## src/rtl/shift_reg_pkg.sv

```systemverilog
// Shared definitions for the shift-register serial link (transmitter and future receiver blocks).
package shift_reg_pkg;

    localparam logic [1:0] IDLE  = 2'd0;
    localparam logic [1:0] SHIFT = 2'd1;
    localparam logic [1:0] PAR   = 2'd2;

    localparam int WIDTH_MIN = 2;
    localparam int WIDTH_MAX = 32;

endpackage

```

## src/rtl/shift_reg_piso_tx_if.sv

```systemverilog
// Load handshake and serial output bundle of the PISO transmitter.
interface shift_reg_piso_tx_if #(
    parameter int WIDTH = 4
);
    logic [WIDTH-1:0] DIN;
    logic             LOAD;
    logic             READY;
    logic             DOUT;
    logic             DVALID;
    logic             DONE;

    modport master (
        output DIN, LOAD,
        input  READY, DOUT, DVALID, DONE
    );

    modport slave (
        input  DIN, LOAD,
        output READY, DOUT, DVALID, DONE
    );
endinterface

```

## src/rtl/shift_reg_bit_counter.sv

```systemverilog
// Loadable down-counter with terminal-count flag; holds at zero instead of wrapping.
module shift_reg_bit_counter #(
    parameter int CNT_W = 2
) (
    input  logic             CLK,
    input  logic             nCLR,
    input  logic             load,
    input  logic [CNT_W-1:0] load_val,
    input  logic             dec,
    output logic             tc
);
    logic [CNT_W-1:0] cnt;

    always_ff @(posedge CLK or negedge nCLR) begin
        if (!nCLR) begin
            cnt <= '0;
        end else if (load) begin
            cnt <= load_val;
        end else if (dec && (cnt != '0)) begin
            cnt <= cnt - 1'b1;
        end
    end

    assign tc = (cnt == '0);
endmodule

```

## src/rtl/shift_reg_piso_tx.sv

```systemverilog
// Parallel-in serial-out transmitter, MSB first, with ready/valid load handshake.
// Define SHIFT_REG_PISO_PARITY_EN to append one even-parity bit after the data.
module shift_reg_piso_tx
    import shift_reg_pkg::*;
#(
    parameter int WIDTH = 4
) (
    input  logic               CLK,
    input  logic               nCLR,
    shift_reg_piso_tx_if.slave bus
);
    localparam int CNT_W = $clog2(WIDTH);

    if (WIDTH < WIDTH_MIN || WIDTH > WIDTH_MAX) begin : g_bad_width
        $error("shift_reg_piso_tx: WIDTH out of range");
    end

    logic [1:0]       state;
    logic [WIDTH-1:0] shreg;
    logic             cnt_tc;
    logic             accept;
    logic             shifting;

    assign accept   = (state == IDLE) && bus.LOAD;
    assign shifting = (state == SHIFT);

    shift_reg_bit_counter #(
        .CNT_W (CNT_W)
    ) u_bit_cnt (
        .CLK      (CLK),
        .nCLR     (nCLR),
        .load     (accept),
        .load_val (CNT_W'(WIDTH - 1)),
        .dec      (shifting),
        .tc       (cnt_tc)
    );

    always_ff @(posedge CLK or negedge nCLR) begin
        if (!nCLR) begin
            state <= IDLE;
            shreg <= '0;
        end else begin
            case (state)
                IDLE: begin
                    if (bus.LOAD) begin
                        state <= SHIFT;
                        shreg <= bus.DIN;
                    end
                end
                SHIFT: begin
                    shreg <= {shreg[WIDTH-2:0], 1'b0};
                    if (cnt_tc) begin
`ifdef SHIFT_REG_PISO_PARITY_EN
                        state <= PAR;
`else
                        state <= IDLE;
`endif
                    end
                end
`ifdef SHIFT_REG_PISO_PARITY_EN
                PAR:     state <= IDLE;
`endif
                default: state <= IDLE;
            endcase
        end
    end

`ifdef SHIFT_REG_PISO_PARITY_EN
    // Parity latched at acceptance so live DIN never leaks into the frame.
    logic par_q;

    always_ff @(posedge CLK or negedge nCLR) begin
        if (!nCLR) begin
            par_q <= 1'b0;
        end else if (accept) begin
            par_q <= ^bus.DIN;
        end
    end

    assign bus.DOUT   = shifting ? shreg[WIDTH-1] : ((state == PAR) && par_q);
    assign bus.DVALID = shifting || (state == PAR);
    assign bus.DONE   = (state == PAR);
`else
    assign bus.DOUT   = shifting && shreg[WIDTH-1];
    assign bus.DVALID = shifting;
    assign bus.DONE   = shifting && cnt_tc;
`endif

    assign bus.READY = (state == IDLE);
endmodule

```

## src/flat_wrapper.sv

```systemverilog
// flat-port wrapper written by rule: the top's interface ports become plain ports
module shift_reg_piso_tx_flat import shift_reg_pkg::*;
#(
    parameter int WIDTH = 4
)
  (CLK, nCLR, bus_DIN, bus_LOAD, bus_READY, bus_DOUT, bus_DVALID, bus_DONE);
  shift_reg_piso_tx_if #(.WIDTH(WIDTH)) bus_i ();
  input  logic CLK;
  input  logic nCLR;
  input wire logic [$bits(bus_i.DIN)-1:0] bus_DIN;
  input wire logic [$bits(bus_i.LOAD)-1:0] bus_LOAD;
  output wire logic [$bits(bus_i.READY)-1:0] bus_READY;
  output wire logic [$bits(bus_i.DOUT)-1:0] bus_DOUT;
  output wire logic [$bits(bus_i.DVALID)-1:0] bus_DVALID;
  output wire logic [$bits(bus_i.DONE)-1:0] bus_DONE;
  assign bus_i.DIN = bus_DIN;
  assign bus_i.LOAD = bus_LOAD;
  assign bus_READY = bus_i.READY;
  assign bus_DOUT = bus_i.DOUT;
  assign bus_DVALID = bus_i.DVALID;
  assign bus_DONE = bus_i.DONE;
  shift_reg_piso_tx #(.WIDTH(WIDTH)) u_core (.CLK(CLK), .nCLR(nCLR), .bus(bus_i));
endmodule
```

## config.mk

```make
export PLATFORM = sky130hd
export DESIGN_NAME = shift_reg_piso_tx_flat
export DESIGN_NICKNAME = d
export VERILOG_FILES = /design/src/rtl/shift_reg_pkg.sv /design/src/rtl/shift_reg_piso_tx_if.sv /design/src/rtl/shift_reg_bit_counter.sv /design/src/rtl/shift_reg_piso_tx.sv /design/src/flat_wrapper.sv
export SDC_FILE = /design/constraint.sdc
export NUM_CORES = 1
export LEC_CHECK = 0
export ABC_AREA = 1
export BUFFER_PORTS_ARGS = -buffer_cell sky130_fd_sc_hd__buf_2
export CORE_AREA = 2 2 39 41
export DETAILED_ROUTE_END_ITERATION = 6
export DIE_AREA = 0 0 41 43
export GPL_ROUTABILITY_DRIVEN = 1
export PLACE_DENSITY = 0.49
export SETUP_SLACK_MARGIN = 0.05
export SLEW_MARGIN = 20
export SYNTH_ARGS = -nofsm -noshare
export SYNTH_HDL_FRONTEND = slang
export SYNTH_HIERARCHICAL = 1
export SYNTH_SLANG_ARGS = --single-unit
```

## constraint.sdc

```tcl
create_clock -name CLK -period 1.9 [get_ports CLK]
set_input_delay 0.57 -clock CLK [delete_from_list [all_inputs] [get_ports CLK]]
set_output_delay 0.57 -clock CLK [all_outputs]
set_load 0.01 [all_outputs]
```

* After elaboration in Yosys (flattened, before gate mapping) *
Cells that the tools add are included.

word-level totals
  register bits after elaboration = 8
  input port bits = 7
  output and inout bits = 4
  logic and storage cells = 25

cells by class
  $add $sub $neg = 1
  eq/ne operators = 3
  muxes and demuxes = 7
  reduce and logical (&&, ||, !) cells = 11

operator list
  kind                                                                    number
  2-bit 2-to-1 mux                                                        4
  4-bit one-hot mux with 2 select lines                                   1
  2-bit nonzero test                                                      3
  1-bit logical AND                                                       4
  2-bit zero test                                                         2
  4-bit 2-to-1 mux                                                        1
  2-bit one-hot mux with 2 select lines                                   1
  2-bit AND reduction                                                     2
  2-bit by 1-bit equality test with 1-bit output (second input constant)  1
  2-bit by 1-bit != test with 1-bit output (second input constant)        1
  2-bit != test (second input constant)                                   1
  2-bit by 1-bit subtractor with 2-bit output (second input constant)     1

* Longest topological paths before layout *
  word-level depth = 4
  mapped depth = 7
  gate-level depth less buffers = 7

* Modules after synthesis *
Netlist, hierarchy kept.

by module, submodules not included
  module                 times used  cells an instance  area each (sq um)  sequential area each (sq um)
  shift_reg_piso_tx      1           30                 230.2              125.1
  shift_reg_bit_counter  1           19                 127.6              50.0

* Worst setup path before layout *
Ideal clock, no wire load.

  kind = reg-to-output
  from = register u_core.u_bit_cnt.cnt[0]
  to = output port bus_DONE
  data arrival time = 723 ps
  slack = 607 ps
  cell stages (with the launch flop) = 5
  path buffers = 0
  cell sequence = dfrtp_1 > inv_1 > ha_1 > nand2_1 > inv_1

on the way
  word-level cells in the longest chain between the ends = 2

RTL lines
  what                     RTL line                     source
  start, declared          shift_reg_bit_counter.sv:12  logic [CNT_W-1:0] cnt;
  start signal, assigned   shift_reg_bit_counter.sv:18  cnt <= load_val;
  start signal, assigned   shift_reg_bit_counter.sv:20  cnt <= cnt - 1'b1;
  2-bit zero test          shift_reg_bit_counter.sv:24  assign tc = (cnt == '0);
  named net u_core.cnt_tc  shift_reg_piso_tx.sv:20      logic cnt_tc;
  1-bit logical AND        shift_reg_piso_tx.sv:86      assign bus.DONE = shifting && cnt_tc;
  end, declared            flat_wrapper.sv:15           output wire logic [$bits(bus_i.DONE)-1:0] bus_DONE;

The timed path passes the listed nets, and every way through them passes these cells.

* Worst setup path after layout *
Ends and elaborated chain as after synthesis.

==> results.md <==
* Total Nets Final at between 70 and 80
* P_leak at 0.272 nW
* Top cells by instance count after synthesis: nand2_1, nand3_1, dfrtp_1, inv_1
* Flop2flop setup slack at between 0.7 and 0.8 ns
* Crit path capture type: output pin
* DR pass1 iterations at 3
* Outcome: complete, no violations
* Initial core utilization at 25.9%
* Crit path launch type: flop
* Via/cell ratio at 4.13
* Ys async rst share at 100%
* Clock latency on the worst-skew pair at 0.25 ns
* Reg-to-Reg End: u_core/u_bit_cnt/cnt[1]$_DFFE_PN0P_
* Clk pin slew, worst setup/hold paths at 0.06 ns
* Area of the multi-input gates at 153 um^2
* Peak VDD IR at 0.000371 V
* CTS tree: built
* Tcrit/Tclk final at 87.5%
* Yosys top cell area share at 49.0%
* Synth cell types at 11
* CP max FO at 3
* Top_reg_cell synth: dfrtp_1
* Area grow syn2layout at 28.0%
* FF/Latch Area at between 150 and 200 um^2
* Vias post-DR at 330
* Final setup fails at 0
* Sequential fraction of the synthesis area at roughly half
* Height of the die at 43 um
* Layout cells sized above 1 at 25.0%
* First-pass GRT wire length at 1120 um
* Inst Count DP at 76
* Fmax at 601 MHz
* H-tree Lvls at 1
* Area leader, netlist: dfrtp_1
* Max Slew Vio Count at 0
* WS Path Type: flop to output pin
* HPWL after DPL at 567 um
* Initial antenna violation count at 0
* # fillers at 160
* Total wire length at 727 um
* Vias in the first global route at 308
* Reg-to-Reg Start: u_core/state[0]$_DFFE_PN0P_
* IO Count at 11
* Skew final at around 0.0080 ns
* CTS Hold Buffers Added at 0
* Final min period at approximately 1.7 ns
* Post-synth EDFFs at 0
* Most common cell in the netlist: nand2_1
* Top cells by area, synth: dfrtp_1, nand2_1, nand3_1, inv_1, ha_1
* # diodes at 0
* Port buffer count at 10
* HP Class: primary input to asynchronous set/reset pin
* Drc violations at 0
* GRT overflow at 0
* PD cells at 1510 mW/mm^2
* All-Layer GR Usage at 9.88%
* Clock sinks at 7
* Post-Syn Area per Cell at 7.30 um^2
* Worst reg2reg path depth at 7
* Setup WS pre-CTS at about 0.50 ns
* Warnings from Yosys at 6
* Clock buffer depth at 2
* Drt wl/cell at 9.09 um
* CTS root buffer: clkbuf_4
* WP data required at approximately 1.3 ns
* Core area at 0.00138 mm^2
* RePlAce Congestion at 0.686
* Layout Cells excl Fill at 80
* Cells after synthesis at 49
* Mapped cell area at 358 um^2
* Max-cap viol count at 0
* CP Data Arrival Time at between 1 and 1.5 ns
* Die Wd at 41 um
* RSZ-0062 raised after global routing: no
* Largest net degree at the start of global routing at 10
* Row Count at 14
* Starting DRT DRC Count at 3
* Fin. Hold Viols at 0
* Die area at 0.00176 mm^2
* Post-CTS setup buffers at 0
* Num CTS Buffers at 3
* Fin Setup TNS at 0 ns
* Cts repair resizes at 0
* Final WS setup at between 0.2 and 0.25 ns
* Total power at 691 uW
* Post-DRT Antenna Nets at 0
* Flops & latches, synth at 7
layout make-up:
type	instances	area share, %
Inverter	9	7.38
Clock buffer	4	5.74
Timing Repair Buffer	10	10.9
Sequential cell	7	38.3
Multi-Input combinational cell	34	33.3
Tap cell	16	4.37
flip-flops by register name (all words and copies together) (netlist names):
| name | cells |
|---|---|
| u_core/shreg | 4 |
| u_core/u_bit_cnt/cnt | 2 |
| u_core/state | 1 |
logic make-up after synthesis:
family | share of synthesized area (%)
compound gates | 4.19
fa+ha+maj | 3.50
buf+inv | 9.44
flops | 49.0
other cells | 1.05
simple gates | 32.9
critical path, cell delays in order (launching register included):
cell and delay (ns):
dfrtp_1 0.38, inv_1 0.06, ha_1 0.15, nand2_1 0.05, inv_1 0.07, buf_2 0.12
how the worst max path moves through the flow:
stage	slack, ns	cells after the start	to	from
floorplan	0.61	4	bus_DONE	u_core/u_bit_cnt/cnt[0]$_DFFE_PN0P_
detailed placement	0.50	5	bus_DONE	u_core/u_bit_cnt/cnt[0]$_DFFE_PN0P_
global placement	0.52	5	bus_DONE	u_core/u_bit_cnt/cnt[0]$_DFFE_PN0P_
finish	0.24	5	bus_DONE	u_core/u_bit_cnt/cnt[0]$_DFFE_PN0P_
global route	0.15	5	bus_DONE	u_core/u_bit_cnt/cnt[0]$_DFFE_PN0P_
CTS	0.22	5	bus_DONE	u_core/u_bit_cnt/cnt[0]$_DFFE_PN0P_
layer usage:
metal,part of all wire (%),up-vias,track usage (%)
met5,0,-,0
met4,1.7,0,8.00
met3,4.1,2,3.14
met2,46,7,14.4
met1,48,143,11.1
li1,-,178,-
through the flow:
stage                     cell area (um^2)  hold slack (ns)  util (%)
after floorplan                        362            0.274         -
after CTS                              458            0.142      33.1
final                                  458            0.144      33.1
after global routing                   458            0.153      33.1
after detailed placement               432            0.416      31.2
after global placement                 432            0.413      31.2
layout by cell type, fill, tap and decap left out:
cell      netlist  routed
inv_1           7       7
clkbuf_1        0       1
o21ai_0         2       2
buf_2           0      10
o21ai_1         1       1
nand3_1         8       8
conb_1          1       2
inv_2           2       2
ha_1            1       1
nor2_1          1       1
dfrtp_1         7       7
nand2_1        18      18
nor2_2          1       1
clkbuf_4        0       3
power breakdown:
group | internal, mW | switching [mW]
clock network | 0.0802 | 0.0560
logic | 0.115 | 0.172
registers | 0.212 | 0.0556
(Power assumes the default switching activity.)
